## src/rtl/regfile_pkg.sv

```systemverilog
// Shared types and default sizes for the MIPS register file and its dump engine.
package regfile_pkg;

    localparam int DEF_DATA_W = 32;
    localparam int DEF_ADDR_W = 5;

    typedef enum logic [1:0] {
        DUMP_IDLE = 2'd0,
        DUMP_LOAD = 2'd1,
        DUMP_SEND = 2'd2
    } dump_state_e;

endpackage

```

## src/rtl/regfile_dump_seq.sv

```systemverilog
// Dump engine: walks the register indices, snapshots each word one cycle
// before presenting it, and holds it until the consumer accepts it.
module regfile_dump_seq
    import regfile_pkg::*;
#(
    parameter int DATA_W = DEF_DATA_W,
    parameter int ADDR_W = DEF_ADDR_W
) (
    input  logic              clk,
    input  logic              rst_n,
    input  logic              start_i,
    input  logic              ready_i,
    input  logic [DATA_W-1:0] rd_data_i,
    output logic [ADDR_W-1:0] rd_addr_o,
    output logic              valid_o,
    output logic [DATA_W-1:0] data_o,
    output logic [ADDR_W-1:0] idx_o,
    output logic              last_o,
    output logic              busy_o
);

    // One extra counter bit keeps the final index distinct from a wrapped zero.
    localparam logic [ADDR_W:0] LAST_IDX = {1'b0, {ADDR_W{1'b1}}};

    dump_state_e       state_q, state_d;
    logic [ADDR_W:0]   idx_q, idx_d;
    logic [DATA_W-1:0] data_q, data_d;
    logic [ADDR_W-1:0] word_idx_q, word_idx_d;
    logic              last_q, last_d;

    always_comb begin
        // NOTE: every signal driven here gets a default first, so no path can infer a latch.
        state_d    = state_q;
        idx_d      = idx_q;
        data_d     = data_q;
        word_idx_d = word_idx_q;
        last_d     = last_q;
        case (state_q)
            DUMP_IDLE: begin
                if (start_i) begin
                    idx_d   = '0;
                    state_d = DUMP_LOAD;
                end
            end
            DUMP_LOAD: begin
                data_d     = rd_data_i;
                word_idx_d = idx_q[ADDR_W-1:0];
                last_d     = (idx_q == LAST_IDX);
                state_d    = DUMP_SEND;
            end
            DUMP_SEND: begin
                if (ready_i) begin
                    if (last_q) begin
                        state_d = DUMP_IDLE;
                    end else begin
                        idx_d   = idx_q + 1'b1;
                        state_d = DUMP_LOAD;
                    end
                end
            end
            default: state_d = DUMP_IDLE;
        endcase
    end

    // NOTE: state registers use non-blocking assignments so every flop samples pre-edge values.
    always_ff @(posedge clk or negedge rst_n) begin
        if (!rst_n) begin
            state_q    <= DUMP_IDLE;
            idx_q      <= '0;
            data_q     <= '0;
            word_idx_q <= '0;
            last_q     <= 1'b0;
        end else begin
            state_q    <= state_d;
            idx_q      <= idx_d;
            data_q     <= data_d;
            word_idx_q <= word_idx_d;
            last_q     <= last_d;
        end
    end

    assign rd_addr_o = idx_q[ADDR_W-1:0];
    assign valid_o   = (state_q == DUMP_SEND);
    assign busy_o    = (state_q != DUMP_IDLE);
    assign data_o    = data_q;
    assign idx_o     = word_idx_q;
    assign last_o    = last_q;

endmodule

```

## src/rtl/regfile_dump.sv

```systemverilog
// MIPS register file: two bypassed combinational read ports, one write port,
// optional hard-wired zero register, and a handshaked sequential dump port.
module regfile_dump
    import regfile_pkg::*;
#(
    parameter int DATA_W   = DEF_DATA_W,
    parameter int ADDR_W   = DEF_ADDR_W,
    parameter int ZERO_REG = 1
) (
    input  logic              CLK,
    input  logic              RESET_N,
    input  logic              ENABLE,
    input  logic [ADDR_W-1:0] I_RS_ADDR,
    input  logic [ADDR_W-1:0] I_RT_ADDR,
    input  logic [ADDR_W-1:0] I_WR_ADDR,
    input  logic [DATA_W-1:0] I_WR_DATA,
    input  logic              I_WR_EN,
    output logic [DATA_W-1:0] O_RS_DATA,
    output logic [DATA_W-1:0] O_RT_DATA,
    input  logic              I_DUMP_START,
    input  logic              I_DUMP_READY,
    output logic              O_DUMP_VALID,
    output logic [DATA_W-1:0] O_DUMP_DATA,
    output logic [ADDR_W-1:0] O_DUMP_IDX,
    output logic              O_DUMP_LAST,
    output logic              O_DUMP_BUSY
);

    localparam int DEPTH = 2 ** ADDR_W;

    logic [DATA_W-1:0] mem_q [DEPTH];
    logic              wr_fire;
    logic              wr_commit;
    logic [ADDR_W-1:0] dump_addr;
    logic [DATA_W-1:0] dump_rd_data;

    assign wr_fire   = I_WR_EN && ENABLE;
    assign wr_commit = wr_fire && !((ZERO_REG != 0) && (I_WR_ADDR == '0));

    // NOTE: every register must clear on reset, so the array is built from resettable flops rather than a RAM macro.
    always_ff @(posedge CLK or negedge RESET_N) begin
        if (!RESET_N) begin
            for (int i = 0; i < DEPTH; i++) begin
                mem_q[i] <= '0;
            end
        end else if (wr_commit) begin
            mem_q[I_WR_ADDR] <= I_WR_DATA;
        end
    end

    // A write landing this cycle is forwarded so WB->ID sees write-before-read.
    function automatic logic [DATA_W-1:0] bypass_read(input logic [ADDR_W-1:0] addr);
        if ((ZERO_REG != 0) && (addr == '0)) begin
            return '0;
        end
        if (wr_fire && (I_WR_ADDR == addr)) begin
            return I_WR_DATA;
        end
        return mem_q[addr];
    endfunction

    always_comb begin
        O_RS_DATA    = bypass_read(I_RS_ADDR);
        O_RT_DATA    = bypass_read(I_RT_ADDR);
        dump_rd_data = bypass_read(dump_addr);
    end

    regfile_dump_seq #(
        .DATA_W (DATA_W),
        .ADDR_W (ADDR_W)
    ) u_seq (
        .clk       (CLK),
        .rst_n     (RESET_N),
        .start_i   (I_DUMP_START),
        .ready_i   (I_DUMP_READY),
        .rd_data_i (dump_rd_data),
        .rd_addr_o (dump_addr),
        .valid_o   (O_DUMP_VALID),
        .data_o    (O_DUMP_DATA),
        .idx_o     (O_DUMP_IDX),
        .last_o    (O_DUMP_LAST),
        .busy_o    (O_DUMP_BUSY)
    );

endmodule

```

## config.mk

```make
export PLATFORM = sky130hd
export DESIGN_NAME = regfile_dump
export DESIGN_NICKNAME = d
export VERILOG_FILES = /design/src/rtl/regfile_pkg.sv /design/src/rtl/regfile_dump_seq.sv /design/src/rtl/regfile_dump.sv
export SDC_FILE = /design/constraint.sdc
export NUM_CORES = 2
export LEC_CHECK = 0
export CAP_MARGIN = 20
export CORE_MARGIN = 1
export CORE_UTILIZATION = 37
export CTS_CLUSTER_SIZE = 40
export DETAILED_ROUTE_END_ITERATION = 12
export SKIP_LAST_GASP = 1
export SYNTH_ARGS = -nofsm -noshare
export SYNTH_HDL_FRONTEND = slang
export SYNTH_SLANG_ARGS = --single-unit
```

## constraint.sdc

```tcl
create_clock -name CLK -period 4.65 [get_ports CLK]
set_clock_uncertainty 0.05 [all_clocks]
set_input_delay 0.465 -clock CLK [delete_from_list [all_inputs] [get_ports CLK]]
set_output_delay 0.465 -clock CLK [all_outputs]
set_load 0.01 [all_outputs]
```

* After elaboration in Yosys (flattened, before gate mapping) *
Index checks and enable logic that the tools add are counted.
Widths: inputs -> output; s select.

storage, ports and cells
  register bits = 1070
  latch bits = 0
  RAM bits = 0
  bits in read-only memories = 0
  bits of input ports = 53
  output and inout bits = 104
  logic and storage cells = 113
  memories kept = 0

operators by class
  add/subtract/negate cells = 1
  multiply operators = 0
  div/mod/pow operators = 0
  order comparisons = 5
  eq/ne operators = 9
  shift-type cells = 0
  mux-type cells = 41
  bitwise gates (word level) = 4
  reductions and logical operators = 16

operators by type and width
  operator             number
  $bwmux 1024          1
  $mux 32              19
  $bmux 32 s5          3
  $demux 32 s5         1
  $ge 6x6->1 const B   4
  $not 5->6            4
  $logic_not 5->1      4
  $mux 6               3
  $eq 5x5->1           3
  $pmux 6 s2           1
  $mux 1               10
  $add 6x1->6 const B  1
  $eq 6x5->1 const B   1
  $logic_and 1x1->1    6
  $lt 6x1->1 const B   1
  $ne 2x2->1 const B   3
  $pmux 2 s3           1
  $mux 2               2
  $reduce_and 4->1     1
  $reduce_bool 2->1    2
  $eq 2x1->1 const B   1
  $eq 2x2->1 const B   1
  $logic_not 2->1      1
  $reduce_and 2->1     1
  $logic_not 1->1      1

* Logic depth before layout (Yosys ltp) *
  depth in word-level cells = 6
  depth in mapped cells = 12
  depth with buffers taken out = 6

* Hierarchy *
A second synthesis with hierarchy kept.

second synthesis, totals
  cells, all modules = 4779
  area, all modules = 65262.6 µm²

modules (own cells, without submodules)
  module            times used  cells each  area an instance (µm²)  sequential area each (µm²)
  regfile_dump      1           4648        63374.5                 25624.6
  regfile_dump_seq  1           131         1888.1                  1151.1

* Least setup slack after synthesis *
Ideal clock, no wire load.

  kind = input-to-output
  start point = input I_RS_ADDR[1]
  end point = output O_RS_DATA[0]
  arrival time = 2287 ps
  data required time = 4135 ps
  setup slack = 1848 ps
  stages on the path = 6
  buffers on the path = 3
  cell sequence = buf_2 > buf_2 > clkbuf_1 > mux4_2 > mux4_2 > a221o_1

on the way
  cells in the longest elaborated chain, start to end = 6
  elaborated cells between the ends (all ways) = 13
  classes of those cells = eq/ne (1); mux (9); bitwise (1); reduce/logical (2)

RTL lines
  element                                                                line                                    source
  start: declaration                                                     regfile_dump.sv:13                      input logic [ADDR_W-1:0] I_RS_ADDR,
  $not 5->6 (not written as such) or $eq 5x5->1 (tied branches)          regfile_dump.sv:59, regfile_dump.sv:56
  $bmux 32 s5 or $logic_and 1x1->1 (tied branches)                       regfile_dump.sv:59, regfile_dump.sv:56
  $mux 32 (not written as such) or $mux 1 (tied branches) (2 in series)  regfile_dump.sv:59, regfile_dump.sv:56
  $mux 32                                                                regfile_dump.sv:59                      return mem_q[addr];
  $mux 32 *                                                              regfile_dump.sv:56                      if (wr_fire && (I_WR_ADDR == addr)) begin
  end: declaration                                                       regfile_dump.sv:18                      output logic [DATA_W-1:0] O_RS_DATA,

Mark *: on every way between the ends. The rest lies on a longest branch, timed or not. The select of a mux whose other input is x is not followed.

* Final worst setup path *
  start point = input I_WR_ADDR[1]
  end point = output O_RT_DATA[20]

on the way
  cells in the longest elaborated chain, start to end = 6
  elaborated cells between the ends (all ways) = 7
  classes of those cells = eq/ne (1); mux (5); reduce/logical (1)

RTL lines
  element               line                source
  start: declaration    regfile_dump.sv:15  input logic [ADDR_W-1:0] I_WR_ADDR,
  $eq 5x5->1 *          regfile_dump.sv:56
  $logic_and 1x1->1 *   regfile_dump.sv:56
  $mux 1 (2 in series)  regfile_dump.sv:56
  $mux 32 *             regfile_dump.sv:59
  $mux 32 *             regfile_dump.sv:56
  end: declaration      regfile_dump.sv:19  output logic [DATA_W-1:0] O_RT_DATA,

Marks and branches as above.

==> results.toml <==
[run_status]
status = "finished clean"

[final_layout]
post-route-util = 0.426
nets = 4725
fillerInstances = 15700
drive_gt1_frac = 0.436
stdcell_count = 7095
areaGrowthSynthToFinish_pct = 14.0

[timing]
maxSlewHeadroom = 0.111
rsz0062_at_grt = "false"
setup_violations = 0
hold_ws_ns = 0.294
fin_crit_ns = 4.44
hold_viol = 0
slew_viol_final = 0
fmax_mhz = 225
fin_crit_sh = 0.955
max_slew.worst_pin.slew_ns = 1.33
fin_tns_setup_ns = 0

[route]
drt_iter0_markers = 5472
first_pass_iters = 6
drc = 0
wl_per_cell_um = 37.4
ant_nets = 0
vias_per_cell = 6.73
wl_mm = 266
via_count = 47800

[power_and_ir_drop]
p_switching_mw = 9.64
p_leak_nw = 31.3
internal_power_mw = 20.4
p_sw_frac = 0.321
pwr-share-comb = 0.274
power.density_nw_per_um2 = 405
p_total_mw = 30.1
clkPwrFrac = 0.332
power_frac_seq = 0.394
irDropWorstVdd_mv = 0.376

[die]
dieWidth_um = 421
die_y_um = 421
pin_count = 157
start_util = 0.373
die-area_um2 = 178000
core_um2 = 174000
rows = 153

[critical_path]
cpMostUsedCell = "clkdlybuf4s50_1"
end_kind = "primary output"
startpoint = "I_WR_ADDR[1]"
startpoint_type = "input port"
cpPeakStageDelay_ns = 0.94
reg2reg_slack_ns = 0.59
path_class = "input port to primary output"
crit_fanout = 6
crit_family = "buffers and inverters"
worstPathCellList = "clkdlybuf4s50_1 -> xor2_1 -> nor4_1 -> and3_1 -> nor3_4 -> buf_4 -> nand3_1 -> o211ai_1 -> clkdlybuf4s50_1"
reg2reg_from = "u_seq.idx_q[3]"
crit_buf_inv = 3
reg2regPathDepth = 6
worst_r2r_endpoint = "u_seq.data_o[20]"
crit_required_ns = 4.14
cp.arrival_ns = 3.93
cpMaxStageDelayCell = "nor3_4"

[yosys]
yosysSeqAreaShare = 0.411
syn-num-nets = 4712
ys_warn_count = 0
netlist_area_um2 = 65100
synth_cell_types = 65
synth_top_area_cell = "dfrtp_1"
yosysTopAreaCellShare = 0.411
netlist_instances = 4657
synth.avg_cell_area_um2 = 14.0
synth-async-reset-ratio = 1.00
synthFlopType = "dfrtp_1"
synth_seq_cells = 1070
synth_edf_count = 0
yosys-top-cells-area = "dfrtp_1, mux4_2, mux2_2"

[clocking]
htree_num_levels = 3
clk_pin_slew_ns = 0.06
cts.sinks = 1070
clk_latency_ns = 0.78
cts_resized = 0
numCtsBuffers = 116
cts_root_buf = "clkbuf_16"
cts_tree = "done"
cts_buffer_depth = 3

[place]
routabilityCongestion = 0.939
placedCellCount = 6876
place_hpwl_mm = 166
port_buffers = 156

[hold_path]
min_to = "u_seq.state_q[1]"
hp-class = "input port to flop"
min-delay-start = "I_DUMP_READY"
whs_path_depth = 2

[global_route]
grt_usage = 0.295
first_global_vias = 47800
antenna_found_initial = 15
grt_max_degree = 125
grt_overflow = 0
grt_pass1_wl_mm = 376

[run]
maxCapViolCount = 0
## layout make-up
| cell class | count | area (um2) | area share |
|---|---|---|---|
| Multi-Input combinational cell | 3030 | 36000 | 0.485 |
| Sequential cell | 1070 | 26800 | 0.361 |
| Timing Repair Buffer | 439 | 4410 | 0.0594 |
| Clock buffer | 175 | 3500 | 0.0471 |
| Tap cell | 2325 | 2910 | 0.0392 |
| Clock inverter | 36 | 527 | 0.00710 |
| Inverter | 13 | 53.8 | 0.000725 |
| Antenna cell | 7 | 17.5 | 0.000236 |
## worst max-delay path by stage
stage | end | cells past startpoint
after global placement | O_RT_DATA[20] | 9
after detailed placement | O_RT_DATA[20] | 9
after CTS | O_RT_DATA[20] | 9
after floorplan | O_RS_DATA[0] | 6
after global routing | O_RT_DATA[20] | 8
final | O_RT_DATA[20] | 9
## placed cells by master (no fill, tap or decap), types with 23 or more instances in the layout
| cell type | n |
|---|---|
| a211oi_1 | 36 |
| nor2_1 | 42 |
| o22ai_1 | 50 |
| clkbuf_1 | 25 |
| mux2_1 | 78 |
| a221o_1 | 63 |
| buf_12 | 55 |
| a221oi_1 | 90 |
| a21oi_1 | 81 |
| nand2_1 | 89 |
| clkdlybuf4s50_1 | 146 |
| o21ai_0 | 63 |
| dfrtp_1 | 1065 |
| nor3_1 | 33 |
| clkbuf_8 | 31 |
| clkbuf_16 | 119 |
| nand3_1 | 35 |
| mux2i_1 | 407 |
| a22oi_1 | 122 |
| a22o_1 | 23 |
| buf_4 | 227 |
| mux2_2 | 921 |
| mux4_2 | 601 |
## cell families after synthesis
kind of cell / count (synthesis) / share of synthesized area
compound gates: 659 / 0.0755
xor+xnor: 17 / 0.00229
fa+ha+maj: 2 / 0.000384
buf+inv: 557 / 0.0414
flops: 1070 / 0.411
mux: 2007 / 0.443
simple gates: 345 / 0.0258
## routing by layer
metal  routed length, um  part of all wire  up-vias  global-route usage
met5                 109           0.00041        -                   0
met4               21000             0.079       16               0.208
met3               28100              0.11      842              0.0805
met2              118000              0.44     3037               0.442
met1               98300              0.37    25300               0.371
li1                    -                 -    18600                   -
## through the flow
| step | area [um2] | setup WS, ns |
|---|---|---|
| finish | 74200 | 0.209 |
| global route | 74200 | 0.235 |
| global placement | 70200 | 0.273 |
| floorplan | 65100 | 1.85 |
| detailed placement | 70200 | 0.349 |
| CTS | 74200 | 0.341 |
## state kept, by name, indices dropped and copies added, names as in the netlist
signal / flops
u_seq.state_q: 2
u_seq.idx_q: 6
mem_q: 1024
u_seq.idx_o: 5
u_seq.data_o: 32
u_seq.last_o: 1
## power by group through the flow
stage,clock network [mW],registers [mW],logic (mW)
after floorplan,0,11.5,5.62
after global placement,0,11.9,8.04
after detailed placement,0,12.0,8.11
after CTS,10.1,11.8,8.14
after global routing,10.4,12.0,8.56
final,9.99,11.9,8.23
## what timing repair did
item / in CTS / in global routing
buffers inserted: 0 / 0
hold buffers: 1 / 0
hold endpoints to repair: 49 / 0
## synth_stat cells, drive strengths merged, types with 19 or more instances
master / number
dfrtp: 1070
mux2: 999
mux4: 601
mux2i: 407
clkbuf: 289
buf: 255
a22oi: 122
nand2: 104
a221oi: 90
a21oi: 81
o21ai: 72
nor2: 70
a221o: 63
o22ai: 50
nand3: 37
a211oi: 36
nor3: 36
a22o: 23
o211ai: 22
nand2b: 19
Power figures use the tool's default switching activity.
